$ cat src/rtl/ldpc_pkg.sv
// Shared definitions for the LDPC iteration controller: state encoding, default
// counter width and the phase codes seen by the CNU/VNU arrays.
package ldpc_pkg;

    localparam int ITER_W_DEF = 6;

    typedef enum logic [2:0] {
        S_IDLE  = 3'd0,
        S_LOAD  = 3'd1,
        S_CNU   = 3'd2,
        S_VNU   = 3'd3,
        S_CHECK = 3'd4,
        S_DONE  = 3'd5
    } state_e;

    typedef logic [1:0] phase_t;

    localparam phase_t PH_NONE = 2'd0;
    localparam phase_t PH_LOAD = 2'd1;
    localparam phase_t PH_CNU  = 2'd2;
    localparam phase_t PH_VNU  = 2'd3;

    function automatic phase_t phase_of(input state_e s);
        phase_t p;
        case (s)
            S_LOAD:  p = PH_LOAD;
            S_CNU:   p = PH_CNU;
            S_VNU:   p = PH_VNU;
            default: p = PH_NONE;
        endcase
        return p;
    endfunction

endpackage

$ cat src/rtl/ldpc_iter_ctrl_if.sv
// Control/status bundle between the decoder datapath (master) and the
// iteration controller (slave).
interface ldpc_iter_ctrl_if import ldpc_pkg::*; #(parameter int ITER_W = ITER_W_DEF);

    logic              start;
    logic              abort;
    logic [ITER_W-1:0] max_iter;
    logic              cnu_done;
    logic              vnu_done;
    logic              syndrome_ok;
    logic              load_en;
    logic              cnu_en;
    logic              vnu_en;
    logic              hard_dec_en;
    logic              busy;
    logic              done;
    logic              converged;
    logic [ITER_W-1:0] iter_cnt;

    modport master (
        output start, abort, max_iter, cnu_done, vnu_done, syndrome_ok,
        input  load_en, cnu_en, vnu_en, hard_dec_en, busy, done, converged, iter_cnt
    );

    modport slave (
        input  start, abort, max_iter, cnu_done, vnu_done, syndrome_ok,
        output load_en, cnu_en, vnu_en, hard_dec_en, busy, done, converged, iter_cnt
    );

endinterface

$ cat src/rtl/ldpc_iter_counter.sv
// Completed-iteration counter with latched limit (0 treated as 1), saturating
// at the limit, plus terminal and last-iteration compares.
module ldpc_iter_counter #(
    parameter int ITER_W = 6
) (
    input  logic              clk,
    input  logic              rst,
    input  logic              clr,
    input  logic              inc,
    input  logic [ITER_W-1:0] lim_in,
    output logic [ITER_W-1:0] cnt,
    output logic              at_limit,
    output logic              at_last
);

    localparam logic [ITER_W-1:0] ONE  = ITER_W'(1'b1);
    localparam logic [ITER_W-1:0] ZERO = {ITER_W{1'b0}};

    logic [ITER_W-1:0] cnt_r;
    logic [ITER_W-1:0] lim_r;

    // Count and limit registers; clear also captures the new limit.
    always_ff @(posedge clk) begin
        if (rst) begin
            cnt_r <= ZERO;
            lim_r <= ONE;
        end else if (clr) begin
            cnt_r <= ZERO;
            lim_r <= (lim_in == ZERO) ? ONE : lim_in;
        end else if (inc && (cnt_r != lim_r)) begin
            cnt_r <= cnt_r + ONE;
        end
    end

    assign cnt      = cnt_r;
    assign at_limit = (cnt_r == lim_r);
    assign at_last  = (cnt_r == (lim_r - ONE));

endmodule

$ cat src/rtl/ldpc_iter_ctrl.sv
// LDPC decode iteration FSM: LOAD, then CNU/VNU/CHECK rounds until the limit.
// Define LDPC_EARLY_TERM_EN to finish early when the syndrome is satisfied.
module ldpc_iter_ctrl import ldpc_pkg::*; #(
    parameter int ITER_W = ITER_W_DEF
) (
    input logic              clk,
    input logic              rst,
    ldpc_iter_ctrl_if.slave  bus
);

    state_e            state_r;
    state_e            state_s;
    phase_t            ph_s;
    logic              clr_s;
    logic              inc_s;
    logic [ITER_W-1:0] cnt_s;
    logic              at_limit_s;
    logic              at_last_s;
    logic              load_en_r;
    logic              cnu_en_r;
    logic              vnu_en_r;
    logic              hard_dec_en_r;
    logic              busy_r;
    logic              done_r;
    logic              converged_r;

    ldpc_iter_counter #(.ITER_W(ITER_W)) u_cnt (
        .clk      (clk),
        .rst      (rst),
        .clr      (clr_s),
        .inc      (inc_s),
        .lim_in   (bus.max_iter),
        .cnt      (cnt_s),
        .at_limit (at_limit_s),
        .at_last  (at_last_s)
    );

    // Next-state and counter-control decode; abort overrides everything.
    always_comb begin
        state_s = state_r;
        clr_s   = 1'b0;
        inc_s   = 1'b0;
        case (state_r)
            S_IDLE: begin
                if (bus.start) begin
                    state_s = S_LOAD;
                    clr_s   = 1'b1;
                end else begin
                    state_s = S_IDLE;
                end
            end
            S_LOAD:  state_s = S_CNU;
            S_CNU: begin
                if (bus.cnu_done) begin
                    state_s = S_VNU;
                end else begin
                    state_s = S_CNU;
                end
            end
            S_VNU: begin
                if (bus.vnu_done) begin
                    state_s = S_CHECK;
                    inc_s   = 1'b1;
                end else begin
                    state_s = S_VNU;
                end
            end
            S_CHECK: begin
`ifdef LDPC_EARLY_TERM_EN
                if (bus.syndrome_ok || at_limit_s) begin
`else
                if (at_limit_s) begin
`endif
                    state_s = S_DONE;
                end else begin
                    state_s = S_CNU;
                end
            end
            S_DONE:  state_s = S_IDLE;
            default: state_s = S_IDLE;
        endcase
        if (bus.abort && (state_r != S_IDLE)) begin
            state_s = S_IDLE;
            clr_s   = 1'b0;
            inc_s   = 1'b0;
        end else begin
            state_s = state_s;
        end
    end

    assign ph_s = phase_of(state_s);

    // State and registered outputs, decoded from the next state so they line
    // up with the state they describe.
    always_ff @(posedge clk) begin
        if (rst) begin
            state_r       <= S_IDLE;
            load_en_r     <= 1'b0;
            cnu_en_r      <= 1'b0;
            vnu_en_r      <= 1'b0;
            hard_dec_en_r <= 1'b0;
            busy_r        <= 1'b0;
            done_r        <= 1'b0;
            converged_r   <= 1'b0;
        end else begin
            state_r       <= state_s;
            load_en_r     <= (ph_s == PH_LOAD);
            cnu_en_r      <= (ph_s == PH_CNU);
            vnu_en_r      <= (ph_s == PH_VNU);
            // Count is stable across entry to and residence in VNU.
            hard_dec_en_r <= (ph_s == PH_VNU) && at_last_s;
            busy_r        <= (state_s != S_IDLE);
            done_r        <= (state_s == S_DONE);
            if (clr_s) begin
                converged_r <= 1'b0;
            end else if ((state_r == S_CHECK) && (state_s == S_DONE)) begin
                converged_r <= bus.syndrome_ok;
            end
        end
    end

    assign bus.load_en     = load_en_r;
    assign bus.cnu_en      = cnu_en_r;
    assign bus.vnu_en      = vnu_en_r;
    assign bus.hard_dec_en = hard_dec_en_r;
    assign bus.busy        = busy_r;
    assign bus.done        = done_r;
    assign bus.converged   = converged_r;
    assign bus.iter_cnt    = cnt_s;

endmodule

$ cat src/flat_wrapper.sv
// flat-port wrapper written by rule: the top's interface ports become plain ports
module ldpc_iter_ctrl_flat import ldpc_pkg::*;
#(
    parameter int ITER_W = ITER_W_DEF
)
  (clk, rst, bus_start, bus_abort, bus_max_iter, bus_cnu_done, bus_vnu_done, bus_syndrome_ok, bus_load_en, bus_cnu_en, bus_vnu_en, bus_hard_dec_en, bus_busy, bus_done, bus_converged, bus_iter_cnt);
  ldpc_iter_ctrl_if #(.ITER_W(ITER_W)) bus_i ();
  input logic clk;
  input logic rst;
  input wire logic [$bits(bus_i.start)-1:0] bus_start;
  input wire logic [$bits(bus_i.abort)-1:0] bus_abort;
  input wire logic [$bits(bus_i.max_iter)-1:0] bus_max_iter;
  input wire logic [$bits(bus_i.cnu_done)-1:0] bus_cnu_done;
  input wire logic [$bits(bus_i.vnu_done)-1:0] bus_vnu_done;
  input wire logic [$bits(bus_i.syndrome_ok)-1:0] bus_syndrome_ok;
  output wire logic [$bits(bus_i.load_en)-1:0] bus_load_en;
  output wire logic [$bits(bus_i.cnu_en)-1:0] bus_cnu_en;
  output wire logic [$bits(bus_i.vnu_en)-1:0] bus_vnu_en;
  output wire logic [$bits(bus_i.hard_dec_en)-1:0] bus_hard_dec_en;
  output wire logic [$bits(bus_i.busy)-1:0] bus_busy;
  output wire logic [$bits(bus_i.done)-1:0] bus_done;
  output wire logic [$bits(bus_i.converged)-1:0] bus_converged;
  output wire logic [$bits(bus_i.iter_cnt)-1:0] bus_iter_cnt;
  assign bus_i.start = bus_start;
  assign bus_i.abort = bus_abort;
  assign bus_i.max_iter = bus_max_iter;
  assign bus_i.cnu_done = bus_cnu_done;
  assign bus_i.vnu_done = bus_vnu_done;
  assign bus_i.syndrome_ok = bus_syndrome_ok;
  assign bus_load_en = bus_i.load_en;
  assign bus_cnu_en = bus_i.cnu_en;
  assign bus_vnu_en = bus_i.vnu_en;
  assign bus_hard_dec_en = bus_i.hard_dec_en;
  assign bus_busy = bus_i.busy;
  assign bus_done = bus_i.done;
  assign bus_converged = bus_i.converged;
  assign bus_iter_cnt = bus_i.iter_cnt;
  ldpc_iter_ctrl #(.ITER_W(ITER_W)) u_core (.clk(clk), .rst(rst), .bus(bus_i));
endmodule
$ cat config.mk
export PLATFORM = sky130hd
export DESIGN_NAME = ldpc_iter_ctrl_flat
export DESIGN_NICKNAME = d
export VERILOG_FILES = /design/src/rtl/ldpc_pkg.sv /design/src/rtl/ldpc_iter_ctrl_if.sv /design/src/rtl/ldpc_iter_counter.sv /design/src/rtl/ldpc_iter_ctrl.sv /design/src/flat_wrapper.sv
export SDC_FILE = /design/constraint.sdc
export NUM_CORES = 1
export LEC_CHECK = 0
export BUFFER_PORTS_ARGS = -buffer_cell sky130_fd_sc_hd__buf_4
export CAP_MARGIN = 10
export CELL_PAD_IN_SITES_DETAIL_PLACEMENT = 0
export CELL_PAD_IN_SITES_GLOBAL_PLACEMENT = 2
export CORE_ASPECT_RATIO = 2
export CORE_MARGIN = 2
export CORE_UTILIZATION = 33
export CTS_CLUSTER_DIAMETER = 80
export DETAILED_ROUTE_END_ITERATION = 10
export PLACE_DENSITY = 0.88
export SLEW_MARGIN = 20
export SYNTH_ARGS = -nofsm -noshare
export SYNTH_HDL_FRONTEND = slang
export SYNTH_SLANG_ARGS = --single-unit
$ cat constraint.sdc
create_clock -name clk -period 3.7 [get_ports clk]
set_input_delay 0.185 -clock clk [delete_from_list [all_inputs] [get_ports clk]]
set_output_delay 0.185 -clock clk [all_outputs]
set_load 0.02 [all_outputs]
# [After elaboration in Yosys (flattened, before gate mapping)]
# Index checks and enable logic that the tools add are counted.
[totals] reg_bits=22 latch_bits=0 mem_bits_rw=0 romBits=0 inputBits=13 out_inout_bits=13 elab_cells=49 n_memories=0
[op_classes] addsub=2 mul=0 n_div=0 order_cmp=0 eq_ne=14 shifts=0 mux=14 bitwise=0 n_reduce_logical=9
[ops] cell="$pmux 3 s5" n=1
[ops] cell="$eq 3x2->1 const B" n=4
[ops] cell="$eq 6x6->1" n=2
[ops] cell="$mux 3" n=3
[ops] cell="$mux 1" n=8
[ops] cell="$add 6x1->6 const B" n=1
[ops] cell="$eq 3x1->1 const B" n=2
[ops] cell="$eq 3x3->1 const B" n=2
[ops] cell="$logic_not 6->1" n=1
[ops] cell="$mux 6" n=1
[ops] cell="$ne 6x6->1" n=1
[ops] cell="$pmux 2 s3" n=1
[ops] cell="$reduce_bool 3->1" n=2
[ops] cell="$sub 6x1->6 const B" n=1
[ops] cell="$eq 2x2->1 const B" n=2
[ops] cell="$logic_and 1x1->1" n=4
[ops] cell="$logic_not 3->1" n=1
[ops] cell="$eq 2x1->1 const B" n=1
[ops] cell="$reduce_or 2->1" n=1

# [Longest topological paths before layout]
[depth] depth_word=8 ltp_mapped=7 depth_no_buf=7

# [Modules after synthesis]
# A second synthesis with hierarchy kept.
[hier_totals] hier_cells=128 hier_area_um2=1198.6
[modules_own_cells] module="ldpc_iter_counter" instances=1 cells_per_inst=81 area_per_inst_um2=705.7 seq_area_each_um2=240.2
[modules_own_cells] module="ldpc_iter_ctrl" instances=1 cells_per_inst=47 area_per_inst_um2=493.0 seq_area_each_um2=200.2

# [Worst setup path after synthesis]
# No wires, ideal clock.
[synth_timing] path_kind="reg-to-reg" from="register u_core.u_cnt.cnt_r[3] (netlist: u_core.u_cnt.cnt[3])" to="register u_core.converged_r (netlist: u_core.bus.converged)" setup_ns=0.066 t_arrival_ns=1.742 t_required_ns=3.634 setup_slack_ns=1.891 stages_incl_launch_ff=7 path_buffers=1 synth_period_minus_slack_ns=1.809 cell_sequence="dfxtp_1 buf_6 xnor2_4 nand4_2 or3_4 or3b_1 a21oi_2"
[synth_between] elab_chain_len=6
[synth_rtl] item="from (decl)" line="ldpc_iter_counter.sv:19" text="logic [ITER_W-1:0] cnt_r;"
[synth_rtl] item="from (signal assigned)" line="ldpc_iter_counter.sv:31" text="cnt_r <= cnt_r + ONE;"
[synth_rtl] item="$eq 6x6->1" line="ldpc_iter_counter.sv:36" text="assign at_limit = (cnt_r == lim_r);"
[synth_rtl] item="$mux 3" line="ldpc_iter_ctrl.sv:72" text="if (at_limit_s) begin"
[synth_rtl] item="$pmux 3 s5" line="ldpc_iter_ctrl.sv:43" text="case (state_r)"
[synth_rtl] item="$mux 3" line="ldpc_iter_ctrl.sv:82" text="if (bus.abort && (state_r != S_IDLE)) begin"
[synth_rtl] item="$eq 3x3->1" line="ldpc_iter_ctrl.sv:116" text="end else if ((state_r == S_CHECK) && (state_s == S_DONE)) begin"
[synth_rtl] item="$logic_and 1x1->1" line="ldpc_iter_ctrl.sv:116"
[synth_rtl] item="to (signal assigned)" line="ldpc_iter_ctrl.sv:117" text="converged_r <= bus.syndrome_ok;"
[synth_rtl] item="to (decl)" line="ldpc_iter_ctrl.sv:25" text="logic converged_r;"
# Every way passes these cells.
# A chain may end at the register's enable or synchronous reset.

# [Final worst setup path]
# Ends and elaborated chain as after synthesis.

==> results by group <==
GRT
  – GRT overflow: 0
  – Global-route wire length before repair: approximately 4.7 mm
  – Largest net degree at the start of global routing: 14
  – Gr usage total: 15.9%
  – Vias in the first global route: between 1000 and 1500
  – Initial antenna violation count: 0

Synth
  – Post-Syn Area: 1190 sq um
  – Primary FF master, synth: dfxtp_1
  – Register area share after synthesis: between 30% and 40%
  – Fraction of registers with async set/reset: 0%
  – Mapped Nets: approximately 150
  – EDFF count, synth: 0
  – Flops & latches, synth: 22
  – Avg Inst Size Synth: about 8.7 sq um
  – Cell variety after synth: 44
  – Gate Count Post-Synth: roughly 140
  – YS warnings: 0

Timing
  – Final hold vios: 0
  – RSZ-0062 raised after global routing: false
  – F_max: between 500 and 600 MHz
  – Clk_skew: approximately 0.0044 ns
  – Setup violators final: 0
  – Fin Setup TNS: 0 ns
  – Setup WS post-layout: 1.78 ns
  – Worst Max-Slew Pin Slew: between 0.6 and 0.7 ns
  – Fin crit period: between 1.5 and 2 ns
  – Worst Hold Slack: approximately 0.18 ns
  – Period utilization: between 50% and 60%
  – Max-slew headroom: between 50 and 60%
  – Slew Viols, Final: 0

Layout
  – Layout area overhead: 22.6%
  – Most common cell after layout, fill and taps aside: buf_4
  – Sequential Area: ~440 sq um
  – Share of cells above drive strength 1: 25.0%
  – # fillers: approximately 350
  – Final instance area: 1460 sq um
  – Nets: between 150 and 200
  – Area occupied by multi-input gates: 676 sq um
  – Final core utilization: a little over two fifths
  – Number of antenna diodes: 0
  – Most frequent cells in the layout: buf_4 (25), dfxtp_1 (22), nand2_1 (16), nor2_1 (14), a21oi_1 (11)

Routing
  – Drt first pass iters: 4
  – WL final: about 2.8 mm
  – Routed length per instance: roughly 13 um
  – Iteration-0 DRC Markers: 19
  – Residual DRC: 0
  – Post-route ant nets: 0
  – Via density: 4.88
  – Via count: ~1000

Clock network
  – Clk buf depth: 2
  – CTS hold repair buffers: 0
  – Clk slew on worst S/H paths: around 0.080 ns
  – Root Buffer: clkbuf_8
  – CTS tree: done
  – CTS sink count: 22
  – Clock Latency Late Sink: 0.26 ns
  – H-Tree Depth: 1
  – Setup repair bufs after CTS: 0
  – CTS buffer count: 3
  – Post-CTS sizing: 0

Floorplanning
  – # IOs: 26
  – FP Rows: 30
  – Die H: a little under 90 um
  – Die ar.: ~4100 sq um
  – Core ar.: 3420 sq um
  – Starting Density: 34.8%
  – Die W: ~46 um

Setup path
  – Crit Path Class: reg2reg
  – Crit path DAT: approximately 2.1 ns
  – Crit start category: flip-flop
  – Critical path capture point type: flip-flop
  – Critical path data required time: 3.91 ns
  – CP max FO: 9

Placement
  – Port buffer count: 25
  – Detail Placement HPWL: about 2.2 mm
  – DP Area: roughly 1400 sq um
  – GPL Wtd Cong: between 0.8 and 0.9
  – Placement Setup Slack: 1.78 ns

Power
  – Max IR drop VDD: around 0.21 mV
  – Lkg Pwr: approximately 0.00055 uW
  – PD cells: slightly below 400 nW/um^2

Job
  – Max-cap violations: 0

Hold path
  – Hold Crit Class: in2reg

Run status
  – Status: completed
==> cell usage after synthesis (3+ instances only) <==
master    instances  area, sq um
o21a_1            3         22.5
inv_1             6         22.5
a21oi_1          11         55.1
xor2_1            3         26.3
o21ai_0           3         15.0
dfxtp_1          22          440
buf_6             3         33.8
o211ai_1          3         22.5
xnor2_1           7         61.3
nor2_1           14         52.6
nand2_1          16         60.1
nor3_1            7         35.0
==> where the power goes <==
part	total (uW)	switching, uW	internal (uW)	leakage [uW]
clock	223	78.6	145	0.0000357
sequential	256	11.0	245	0.000179
combinational	82.7	45.0	37.7	0.000335
==> stage by stage <==
| step | std cells | total power [uW] |
|---|---|---|
| 3_3_place_gp | 204 | 344 |
| 5_1_grt | 208 | 590 |
| 2_1_floorplan | 137 | 317 |
| 6_report | 208 | 562 |
| 3_5_place_dp | 204 | 345 |
| 4_1_cts | 208 | 570 |
==> final timing paths <==
check,start,end,slack (ns),cells after the start
max,u_core.u_cnt.cnt[3],u_core.bus.converged,1.78,5
min,bus_max_iter[1],u_core.u_cnt.lim_r[1],0.18,3
max reg2reg,u_core.u_cnt.cnt[3],u_core.bus.converged,1.78,5
min reg2reg,u_core.u_cnt.lim_r[1],u_core.u_cnt.lim_r[1],0.51,2
==> sequential cells by signal (all words and copies together), names as in the netlist <==
register,flops
u_core.bus.hard_dec_en,1
u_core.bus.load_en,1
u_core.bus.vnu_en,1
u_core.bus.done,1
u_core.u_cnt.cnt,6
u_core.bus.converged,1
u_core.bus.cnu_en,1
u_core.bus.busy,1
u_core.state_r,3
u_core.u_cnt.lim_r,6
==> layout make-up <==
type                            count  share of cell area [%]
Tap cell                           48                    4.12
Clock inverter                      1                    2.06
Clock buffer                        3                    2.83
Timing Repair Buffer               25                    12.9
Sequential cell                    22                    30.2
Multi-Input combinational cell    103                    46.4
Inverter                            6                    1.55
==> logic make-up (layout without fill, tap and decap cells) <==
family | Yosys count | after routing | share of synthesized area (%)
flops | 22 | 22 | 37.1
compound gates | 30 | 30 | 16.1
mux | 2 | 2 | 1.68
buf+inv | 12 | 35 | 6.10
xor+xnor | 12 | 12 | 11.1
fa+ha+maj | 2 | 2 | 2.10
simple gates | 57 | 57 | 25.9
==> metal layers <==
metal | part of all wire, % | track usage [%]
met1 | 39 | 17.5
met2 | 55 | 27.5
met3 | 2.8 | 1.84
met4 | 3.8 | 9.35
met5 | 0 | 0
==> critical path, cell delays in order, from the launching register on <==
cell and delay [ns]:
dfxtp_1 0.60, xnor2_4 0.16, nand4_2 0.18, or3_4 0.44, or3b_1 0.38, a21oi_2 0.11
Power figures use the tool's default switching activity.
